## src/rtl/wbm_cmd_master.sv

```systemverilog
// Command-to-Wishbone classic initiator: one bus cycle per accepted command, response held until taken.
// Optional ack timeout (counter, error response) is built when WBM_TIMEOUT_EN is defined.
module wbm_cmd_master #(
  parameter int unsigned TIMEOUT  = 255,
  parameter logic [31:0] ERR_DATA = 32'hDEAD_DEAD
) (
  input  logic        wb_clk_i,
  input  logic        wb_rst_i,
  input  logic        cmd_valid,
  output logic        cmd_ready,
  input  logic        cmd_we,
  input  logic [3:0]  cmd_sel,
  input  logic [31:0] cmd_adr,
  input  logic [31:0] cmd_dat,
  output logic        rsp_valid,
  input  logic        rsp_ready,
  output logic [31:0] rsp_dat,
  output logic        rsp_err,
  output logic        wbm_cyc_o,
  output logic        wbm_stb_o,
  output logic        wbm_we_o,
  output logic [3:0]  wbm_sel_o,
  output logic [31:0] wbm_adr_o,
  output logic [31:0] wbm_dat_o,
  input  logic        wbm_ack_i,
  input  logic [31:0] wbm_dat_i,
  output logic        busy
);

  typedef enum logic [1:0] {
    IDLE = 2'd0,
    BUS  = 2'd1,
    RESP = 2'd2
  } state_e;

  state_e      state_q, state_d;
  logic        cyc_q, cyc_d;
  logic        stb_q, stb_d;
  logic        we_q, we_d;
  logic [3:0]  sel_q, sel_d;
  logic [31:0] adr_q, adr_d;
  logic [31:0] dat_q, dat_d;
  logic [31:0] rsp_dat_q, rsp_dat_d;
  logic        rsp_err_q, rsp_err_d;

`ifdef WBM_TIMEOUT_EN
  localparam logic [15:0] TMO_LAST = 16'(TIMEOUT - 1);
  logic [15:0] cnt_q, cnt_d;
`else
  logic unused_cfg;
  assign unused_cfg = ^{ERR_DATA, 32'(TIMEOUT)};
`endif

  always_comb begin
    state_d   = state_q;
    cyc_d     = cyc_q;
    stb_d     = stb_q;
    we_d      = we_q;
    sel_d     = sel_q;
    adr_d     = adr_q;
    dat_d     = dat_q;
    rsp_dat_d = rsp_dat_q;
    rsp_err_d = rsp_err_q;
`ifdef WBM_TIMEOUT_EN
    cnt_d     = cnt_q;
`endif
    case (state_q)
      IDLE: begin
        if (cmd_valid) begin
          we_d    = cmd_we;
          sel_d   = cmd_sel;
          adr_d   = cmd_adr;
          dat_d   = cmd_dat;
          cyc_d   = 1'b1;
          stb_d   = 1'b1;
`ifdef WBM_TIMEOUT_EN
          cnt_d   = '0;
`endif
          state_d = BUS;
        end
      end
      BUS: begin
        // Ack is checked first so it wins over a coincident timeout.
        if (wbm_ack_i) begin
          cyc_d     = 1'b0;
          stb_d     = 1'b0;
          rsp_dat_d = we_q ? '0 : wbm_dat_i;
          rsp_err_d = 1'b0;
          state_d   = RESP;
        end
`ifdef WBM_TIMEOUT_EN
        else if (cnt_q == TMO_LAST) begin
          cyc_d     = 1'b0;
          stb_d     = 1'b0;
          rsp_dat_d = ERR_DATA;
          rsp_err_d = 1'b1;
          state_d   = RESP;
        end else begin
          cnt_d = cnt_q + 16'd1;
        end
`endif
      end
      RESP: begin
        if (rsp_ready) state_d = IDLE;
      end
      default: state_d = IDLE;
    endcase
  end

  always_ff @(posedge wb_clk_i) begin
    if (wb_rst_i) begin
      state_q   <= IDLE;
      cyc_q     <= 1'b0;
      stb_q     <= 1'b0;
      we_q      <= 1'b0;
      sel_q     <= '0;
      adr_q     <= '0;
      dat_q     <= '0;
      rsp_dat_q <= '0;
      rsp_err_q <= 1'b0;
`ifdef WBM_TIMEOUT_EN
      cnt_q     <= '0;
`endif
    end else begin
      state_q   <= state_d;
      cyc_q     <= cyc_d;
      stb_q     <= stb_d;
      we_q      <= we_d;
      sel_q     <= sel_d;
      adr_q     <= adr_d;
      dat_q     <= dat_d;
      rsp_dat_q <= rsp_dat_d;
      rsp_err_q <= rsp_err_d;
`ifdef WBM_TIMEOUT_EN
      cnt_q     <= cnt_d;
`endif
    end
  end

  assign cmd_ready = (state_q == IDLE);
  assign rsp_valid = (state_q == RESP);
  assign busy      = (state_q != IDLE);
  assign rsp_dat   = rsp_dat_q;
`ifdef WBM_TIMEOUT_EN
  assign rsp_err   = rsp_err_q;
`else
  assign rsp_err   = 1'b0;
`endif
  assign wbm_cyc_o = cyc_q;
  assign wbm_stb_o = stb_q;
  assign wbm_we_o  = we_q;
  assign wbm_sel_o = sel_q;
  assign wbm_adr_o = adr_q;
  assign wbm_dat_o = dat_q;

endmodule

```

## config.mk

```make
export PLATFORM = sky130hd
export DESIGN_NAME = wbm_cmd_master
export DESIGN_NICKNAME = d
export VERILOG_FILES = /design/src/rtl/wbm_cmd_master.sv
export SDC_FILE = /design/constraint.sdc
export NUM_CORES = 1
export LEC_CHECK = 0
export BUFFER_PORTS_ARGS = -buffer_cell sky130_fd_sc_hd__buf_2
export CAP_MARGIN = 20
export CORE_UTILIZATION = 45
export CTS_CLUSTER_SIZE = 25
export DETAILED_ROUTE_END_ITERATION = 12
export PLACE_DENSITY = 0.77
export SLEW_MARGIN = 20
export SYNTH_ARGS = -nofsm -noshare
export SYNTH_HDL_FRONTEND = slang
export SYNTH_SLANG_ARGS = --single-unit
```

## constraint.sdc

```tcl
create_clock -name wb_clk_i -period 1.55 [get_ports wb_clk_i]
set_input_delay 0.0775 -clock wb_clk_i [delete_from_list [all_inputs] [get_ports wb_clk_i]]
set_output_delay 0.0775 -clock wb_clk_i [all_outputs]
set_load 0.01 [all_outputs]
```

==> results_dict.tcl, run 1 <==
set metrics [dict create \
    grt.overflow.total 0 \
    drt-pass1-iter-count 6 \
    ys_types 17 \
    cts_hold_buf 69 \
    routed_wl_um 11580 \
    mostFrequentLayoutCell "buf_2" \
    syn_inst 460 \
    dp_hpwl_um 7407 \
    clock_latency_ns 0.36 \
    die_area_sq_um 11010 \
    ys_seq_area_frac 0.4365 \
    cts_root_buffer "clkbuf_8" \
    fill_cells 805 \
    areaGrowthSynthToFinish_pct 42.16 \
    die_x_um 105.0 \
    rows 37 \
    synth-simple-area-share 0.2933 \
    synthXorXnorAreaFrac 0 \
    ir_drop_v 0.0005858 \
    fin_tns_setup_ns 0 \
    coreArea_sq_um 10280 \
    timing.hold.ws_ns 0.02448 \
    synth_compound_area_frac 0.004984 \
    syn_nets 566 \
    outcome "complete, no violations" \
    setup_violations 0 \
    clock.fmax_ghz 0.7227 \
    grt_pass1_wl_um 18730 \
    whs_path_depth 3 \
    postCtsSetupBuffers 0 \
    cts_buffers 9 \
    first_global_vias 3978 \
    vias 4027 \
    drv_cap 0 \
    initial_core_util 0.4641 \
    port-buffer-count 211 \
    via_per_inst 4.683 \
    cts_tree "yes" \
    start_kind "flip-flop" \
    nets 825 \
    reg2reg_depth 3 \
    h-tree-depth 3 \
    rsz0062_at_grt "false" \
    antenna_found_initial 0 \
    io_pins 213 \
    yosysWarningCount 0 \
    final_cell_mix "buf_2, nand2b_1, dfxtp_1" \
    place.gp.congestion 0.7164 \
    synth-seq-cells 104 \
    maxSlewViolCount 0 \
    cp.required_ns 1.82 \
    clock_tree.buffer_depth 2 \
    power.leakage_nw 3.148 \
    regArea_sq_um 2082 \
    fin_crit_sh 0.8927 \
    reg2reg_from "state_q[1]" \
    fin_skew_ns 0.01946 \
    insertedDiodeCount 0 \
    syn_area_sq_um 4770 \
    cts_sinks 104 \
    synth_mux_area_frac 0.2120 \
    drive_gt1_frac 0.3246 \
    syn_area_per_cell_sq_um 10.37 \
    critPathMaxFanout 53 \
    min_from "wbm_ack_i" \
    clkTransAtPathRegs_ns 0.09 \
    drtIter0Drc 151 \
    multi_input_area_sq_um 2444 \
    hp-class "input port to flip-flop" \
    cp.arrival_ns 1.66 \
    cts-resized-gates 0 \
    post-route-min-period_ns 1.384 \
    p_per_area_nw_per_um2 880.7 \
    drc 0 \
    r2r_end "wbm_dat_o[6]" \
    r2r_slack_ns 0.17 \
    synthAdderAreaFrac 0 \
    min_to "state_q[0]" \
    grt_use_total 0.2091 \
    hold_violations 0 \
    grt_max_degree 100 \
    crit_path_start "state_q[1]" \
    synth_top_family_by_area "simple AND/OR/NAND/NOR gates" \
    critical_path_class "flip-flop to flip-flop" \
    cp-end-kind "flip-flop" \
    ant_nets 0 \
    die_height_um 105.0 \
    wl_per_cell_um 13.47 \
]
-- power breakdown --
part	internal (mW)	leakage, nW	switching (mW)	total [mW]
clock network	0.938	0.113	0.972	1.91
logic	0.623	2.18	0.504	1.13
registers	2.84	0.852	0.0918	2.93
-- state kept, by name (all words and copies together), names as in the netlist --
name,count
rsp_dat,32
state_q,2
wbm_adr_o,32
wbm_dat_o,32
wbm_sel_o,4
wbm_stb_o,1
wbm_we_o,1
-- stage by stage --
stage	worst slack, ns	power (mW)	area (sq um)	util	cells
after global routing	0.04427	6.240	6780	0.6597	860
after CTS	0.1606	6.020	6780	0.6597	860
after floorplan	0.4542	3.608	4770	-	460
final	0.1662	5.971	6780	0.6597	860
after detailed placement	0.1882	3.975	5864	0.5706	775
after global placement	0.2671	3.940	5864	0.5706	775
-- cells in the mapped netlist --
cell type / instances / area share
a211oi_1: 1 / 0.0016
and3b_1: 1 / 0.0018
buf_2: 2 / 0.0021
buf_4: 3 / 0.0047
buf_6: 11 / 0.026
clkbuf_1: 23 / 0.018
conb_1: 1 / 0.00079
dfxtp_1: 104 / 0.44
inv_1: 2 / 0.0016
mux2i_1: 101 / 0.21
nand2b_1: 173 / 0.23
nor2b_1: 1 / 0.0013
nor3b_1: 2 / 0.0031
o21a_1: 1 / 0.0016
o2bb2ai_1: 1 / 0.0018
or2_1: 1 / 0.0013
or3b_1: 32 / 0.059
-- layout make-up --
| type | count | share of cell area |
|---|---|---|
| inverters | 2 | 0.001107 |
| well taps | 136 | 0.02510 |
| repair buffers | 287 | 0.2731 |
| clock buffers | 10 | 0.01882 |
| multi-input cells | 315 | 0.3604 |
| flip-flops and latches | 104 | 0.3071 |
| clock inverters | 6 | 0.01439 |
-- worst max-delay path by stage --
stage / slack [ns] / to
after CTS: 0.16 / wbm_dat_o[6]
after floorplan: 0.45 / state_q[1]
after global placement: 0.27 / wbm_dat_o[11]
after global routing: 0.04 / wbm_dat_o[24]
after detailed placement: 0.19 / wbm_dat_o[6]
final: 0.17 / wbm_dat_o[6]
-- cell families (layout without fill, tap and decap cells) --
logic type,after synthesis,count (layout)
flip-flops,104,104
multiplexers,101,101
other,1,1
buffers and inverters,41,305
AO/OA/AOI/OAI,3,3
AND/OR/NAND/NOR,210,210
-- critical path, stage by stage (launching register included) --
cell,delay (ns)
dfxtp_1,0.36
nor3b_2,0.30
buf_12,0.36
mux2i_1,0.24
-- layer usage --
| metal | vias to the layer above | part of all wire | global-route usage |
|---|---|---|---|
| met1 | 1851 | 0.42 | 0.2446 |
| met4 | 0 | 0.021 | 0.07545 |
| met5 | - | 0 | 0 |
| li1 | 2023 | - | - |
| met3 | 21 | 0.045 | 0.03681 |
| met2 | 132 | 0.51 | 0.3803 |
No activity file was read; power rests on OpenSTA's default activity.
==> inputs of run 2 (changes only) <==
SETUP_SLACK_MARGIN = 0.2   (was not set)
==> results_dict.tcl, run 2 (synthesized netlist as in run 1, its figures left out) <==
set metrics [dict create \
    fin_ws_ns 0.2907 \
    fill_cells 798 \
    via_per_inst 4.707 \
    drtIter0Drc 149 \
    clock.fmax_ghz 0.7941 \
    ant_nets 0 \
    drc 0 \
    hp-class "input port to flip-flop" \
    cp-end-kind "flip-flop" \
    place.gp.congestion 0.7164 \
    use_met2 0.3798 \
    post-route-min-period_ns 1.259 \
    antenna_found_initial 0 \
    start_kind "flip-flop" \
    critical_path.max_stage_delay_ns 0.37 \
    grt_use_total 0.2091 \
    areaGrowthSynthToFinish_pct 43.31 \
    fin_skew_ns 0.02109 \
    rsz0062_at_grt "false" \
    pre_cts_slack_ns 0.1882 \
    r2r_slack_ns 0.29 \
    cp_num_cells 4 \
    cp.required_ns 1.83 \
    port-buffer-count 211 \
    grt.overflow.total 0 \
    ir_drop_v 0.0006334 \
    coreArea_sq_um 10280 \
    cts_sinks 104 \
    fin_tns_setup_ns 0 \
    reg2reg_depth 4 \
    die_height_um 105.0 \
    routed_wl_um 11920 \
    wl_per_cell_um 13.81 \
    cts_root_buffer "clkbuf_8" \
    busiest_layer "met2" \
    h-tree-depth 3 \
    grt_pass1_wl_um 18730 \
    cp_cell_sequence "nor3b_4 > buf_4 > buf_6 > mux2i_1" \
    io_pins 213 \
    drt-pass1-iter-count 4 \
    p_per_area_nw_per_um2 878.8 \
    r2r_end "wbm_adr_o[29]" \
    fin_crit_sh 0.8124 \
    crit_family "buffers and inverters" \
    grt_use_met1 0.2442 \
    nets 828 \
    clkTransAtPathRegs_ns 0.10 \
    clock_latency_ns 0.36 \
    timing.hold.ws_ns 0.01649 \
    cts_buffers 9 \
    maxSlewViolCount 0 \
    critical_path_class "flip-flop to flip-flop" \
    final_cell_mix "buf_2, nand2b_1, dfxtp_1" \
    setup_violations 0 \
    insertedDiodeCount 0 \
    crit_path_start "state_q[0]" \
    rows 37 \
    clock_tree.buffer_depth 2 \
    dp_hpwl_um 7407 \
    critPathMaxFanout 17 \
    die_x_um 105.0 \
    drive_gt1_frac 0.3287 \
    first_global_vias 3979 \
    crit_slowest_cell "dfxtp_2" \
    crit_end "wbm_adr_o[29]" \
    reg2reg_from "state_q[0]" \
    outcome "complete, no violations" \
    power.leakage_nw 3.173 \
    grt_use_met3 0.03805 \
    grt_max_degree 100 \
    crit_buf_inv 2 \
    mostFrequentLayoutCell "buf_2" \
    die_area_sq_um 11010 \
    cp.arrival_ns 1.53 \
    drv_cap 0 \
    vias 4062 \
    min_from "wbm_ack_i" \
    cts_tree "yes" \
    hold_violations 0 \
    initial_core_util 0.4641 \
]
-- run 2: cell types whose count changed in the layout (fill, tap and decap cells not counted), sizes merged --
cell,change
buf,+2
clkbuf,+1
-- run 2: how the worst min path moves through the flow --
stage / to / cells after the start
floorplan: wbm_adr_o[23] / 2
CTS: wbm_dat_o[5] / 3
detailed placement: wbm_adr_o[7] / 3
finish: state_q[0] / 3
global route: state_q[1] / 3
global placement: wbm_adr_o[11] / 3
-- run 2: power breakdown --
part / switching (mW) / internal [mW] / total [mW]
Sequential: 0.0928 / 2.84 / 2.94
Combinational: 0.518 / 0.643 / 1.16
Clock: 0.972 / 0.938 / 1.91
Total: 1.58 / 4.42 / 6.01
-- run 2: worst min-delay path: stages --
cell and delay (ns):
buf_2 0.09, nand2b_1 0.10, a211oi_1 0.06
-- run 2: area by class of cell --
cell class / count / area (sq um) / area share
Clock buffer: 10 / 127.6 / 0.01867
Clock inverter: 6 / 97.59 / 0.01428
Inverter: 2 / 7.507 / 0.001098
Multi-Input combinational cell: 315 / 2450 / 0.3584
Sequential cell: 104 / 2083 / 0.3048
Tap cell: 136 / 170.2 / 0.02489
Timing Repair Buffer: 290 / 1899 / 0.2779
-- run 2: per-stage QoR --
stage	instance area, sq um	instances	power (mW)	util
after detailed placement	5864	775	3.975	0.5706
after floorplan	4770	460	3.608	-
after CTS	6780	860	6.020	0.6597
final	6835	863	6.007	0.6651
after global placement	5864	775	3.940	0.5706
after global routing	6835	863	6.275	0.6651
-- run 2: timing repair --
item | CTS | global route
endpoints found under the hold margin | 69 | 0
setup buffers | 0 | 1
gates resized for setup | 0 | 7
cloned | 0 | 2
endpoints found under the setup margin | 13 | 77
pin swaps | 0 | 1
hold buffers | 69 | 0
-- run 2: routing by layer --
metal / up-vias / wire (um)
met2: 116 / 6068
met5: - / 0
li1: 2031 / -
met1: 1892 / 5054
met4: 0 / 261
met3: 23 / 537
==> inputs of run 3 (changes only) <==
ABC_AREA = 1   (was not set)
CORE_UTILIZATION = 42   (was 45)
PLACE_DENSITY = 0.76   (was 0.77)
clock period = 1.1 ns   (was 1.55 ns; I/O delays follow)
==> results_dict.tcl, run 3 <==
set metrics [dict create \
    h-tree-depth 3 \
    drive_gt1_frac 0.4360 \
    areaGrowthSynthToFinish_pct 77.42 \
    ant_nets 0 \
    crit_path_start "state_q[1]" \
    cp_cell_sequence "nor2_4 > buf_6 > nand2_4 > inv_6 > buf_6 > buf_12 > nor2_4 > nor2_1" \
    clock_tree.buffer_depth 2 \
    p_per_area_nw_per_um2 1232 \
    cts_tree "yes" \
    placed_area_sq_um 5742 \
    p_switching_mw 3.024 \
    combPwrFrac 0.307 \
    min_from "cmd_adr[4]" \
    outcome "finished, violations left" \
    rows 37 \
    final_cell_count_no_fill 1113 \
    reg2reg_from "state_q[1]" \
    cts_sinks 104 \
    min_to "wbm_adr_o[4]" \
    hold_violations 0 \
    die_area_sq_um 11060 \
    p_sw_frac 0.3094 \
    clkTransAtPathRegs_ns 0.11 \
    fin_skew_ns 0.01719 \
    ys_async_sr_fraction 0 \
    place_inst 1010 \
    cts_root_buffer "clkbuf_8" \
    route.met2.wl_um 8478 \
    cp-end-kind "flip-flop" \
    reg2reg_depth 8 \
    whs_path_depth 5 \
    post-route-min-period_ns 1.325 \
    rsz0062_at_grt "true" \
    yosysTopAreaCellShare 0.4656 \
    r2r_slack_ns -0.23 \
    place.gp.congestion 0.7532 \
    grt_max_degree 44 \
    hp-class "input port to flip-flop" \
    syn_inst 690 \
    syn_area_per_cell_sq_um 6.481 \
    synth_commonest_cells "nor2_1, nand2_1, inv_1" \
    clock.fmax_ghz 0.7546 \
    die_height_um 105.2 \
    fin_ws_ns -0.2252 \
    post-synth-top-count-cell "nor2_1" \
    coreArea_sq_um 10320 \
    grt.overflow.total 0 \
    ys_types 15 \
    crit_slowest_cell "dfxtp_4" \
    synth-seq-cells 104 \
    power.leakage_nw 4.191 \
    p_int_mw 6.750 \
    syn_nets 796 \
    clock_latency_ns 0.36 \
    drt-pass1-iter-count 5 \
    maxSlewViolCount 0 \
    initial_core_util 0.4332 \
    total_power_mw 9.774 \
    highest_layer "met4" \
    synth_top_area_cell "dfxtp_1" \
    grt_use_total 0.2620 \
    fin_area_sq_um 7934 \
    io_pins 213 \
    wl_met1_um 6357 \
    die_x_um 105.2 \
    grt_pass1_wl_um 22930 \
    ys.flop_type "dfxtp_1" \
    insertedDiodeCount 0 \
    final_cell_mix "nand2_1, nor2_1, buf_6" \
    critical_path.max_stage_delay_ns 0.37 \
    dp_hpwl_um 8121 \
    ir_drop_v 0.0007536 \
    clock_power_share 0.244 \
    timing.hold.ws_ns 0.003186 \
    port-buffer-count 211 \
    synth_edf_count 0 \
    crit_family "buffers and inverters" \
    cp.required_ns 1.38 \
    fin_crit_sh 1.205 \
    drv_cap 0 \
    via_per_inst 4.852 \
    mostFrequentLayoutCell "nand2_1" \
    r2r_end "wbm_dat_o[27]" \
    vias 5400 \
    first_global_vias 4755 \
    violations "setup timing" \
    drtIter0Drc 317 \
    setup_violations 85 \
    routed_wl_um 16810 \
    antenna_found_initial 0 \
    synth_area_leaders "dfxtp_1, nor2_1, nand2_1, nand3_1, inv_1" \
    crit_buf_inv 4 \
    yosysWarningCount 0 \
    cts_buffers 9 \
    fin_tns_setup_ns -7.822 \
    syn_area_sq_um 4472 \
    start_kind "flip-flop" \
    nets 1078 \
    wl_per_cell_um 15.11 \
    wl_met3_um 1108 \
    power_frac_seq 0.449 \
    drc 0 \
    critical_path_class "flip-flop to flip-flop" \
    ys_seq_area_frac 0.4656 \
    cp.arrival_ns 1.60 \
    critPathMaxFanout 8 \
]
## run 3: cell types whose count changed after synthesis, moves of 5 or more
cell      previous run  this run
buf_1                0         5
mux2i_1            101         0
nor2_1               0       171
nand2_1              0       153
a21oi_1              0        20
or3b_1              32         0
nand3_1              0        85
buf_6               11         2
inv_1                2       106
nand2b_1           173         0
clkbuf_1            23        16
buf_2                2        21
## run 3: worst min-delay path: cells and delay by family
| kind | cells | cell delay, ns |
|---|---|---|
| buffers and inverters | 2 | 0.13 |
| and+or+nand+nor | 3 | 0.15 |
## run 3: metrics by stage
stage          setup slack, ns  utilization
2_1_floorplan          0.04553            -
4_1_cts                -0.1190       0.6802
3_3_place_gp          0.001984       0.5562
5_1_grt                -0.2899       0.7685
6_report               -0.2252       0.7685
3_5_place_dp          -0.05016       0.5562
## run 3: how the worst max path moves through the flow
stage / end / depth (start not counted)
floorplan: wbm_adr_o[10] / 7
global placement: rsp_dat[11] / 6
detailed placement: wbm_dat_o[8] / 6
CTS: cmd_ready / 4
global route: wbm_dat_o[27] / 8
finish: wbm_dat_o[27] / 8
## run 3: layout make-up
type / instances / area [sq um]
Fill cell: 660 / 2390
Clock inverter: 5 / 46.29
Sequential cell: 104 / 2230
Tap cell: 136 / 170.2
Multi-Input combinational cell: 432 / 1926
Inverter: 108 / 410.4
Timing Repair Buffer: 317 / 3000
Clock buffer: 11 / 151.4
## run 3: power groups by stage
stage	Combinational (mW)	Clock (mW)	Sequential, mW
2_1_floorplan	0.934	0	4.46
3_3_place_gp	1.82	0	4.31
3_5_place_dp	1.84	0	4.32
4_1_cts	2.41	2.43	4.28
5_1_grt	3.22	2.60	4.42
6_report	3.00	2.39	4.39
## run 3: repair_timing
action	4_1_cts	5_1_grt
hold buffers	43	1
resized for setup	103	181
buffers inserted	12	18
pin swaps	1	13
gates cloned	9	4
endpoints found under the setup margin	193	210
endpoints found under the hold margin	43	1
## run 3: per-layer routing
layer	up-vias	global-route usage
met5	-	0
met4	0	0.1378
met3	73	0.05115
met2	292	0.4535
met1	2431	0.3043
li1	2604	-
## run 3: kinds of logic after synthesis
logic type             Yosys count  synth area share
AOI/OAI and AO/OA               20           0.02238
buffers and inverters          154            0.1402
other                            1         0.0008386
DFF                            104            0.4656
and+or+nand+nor                411            0.3710
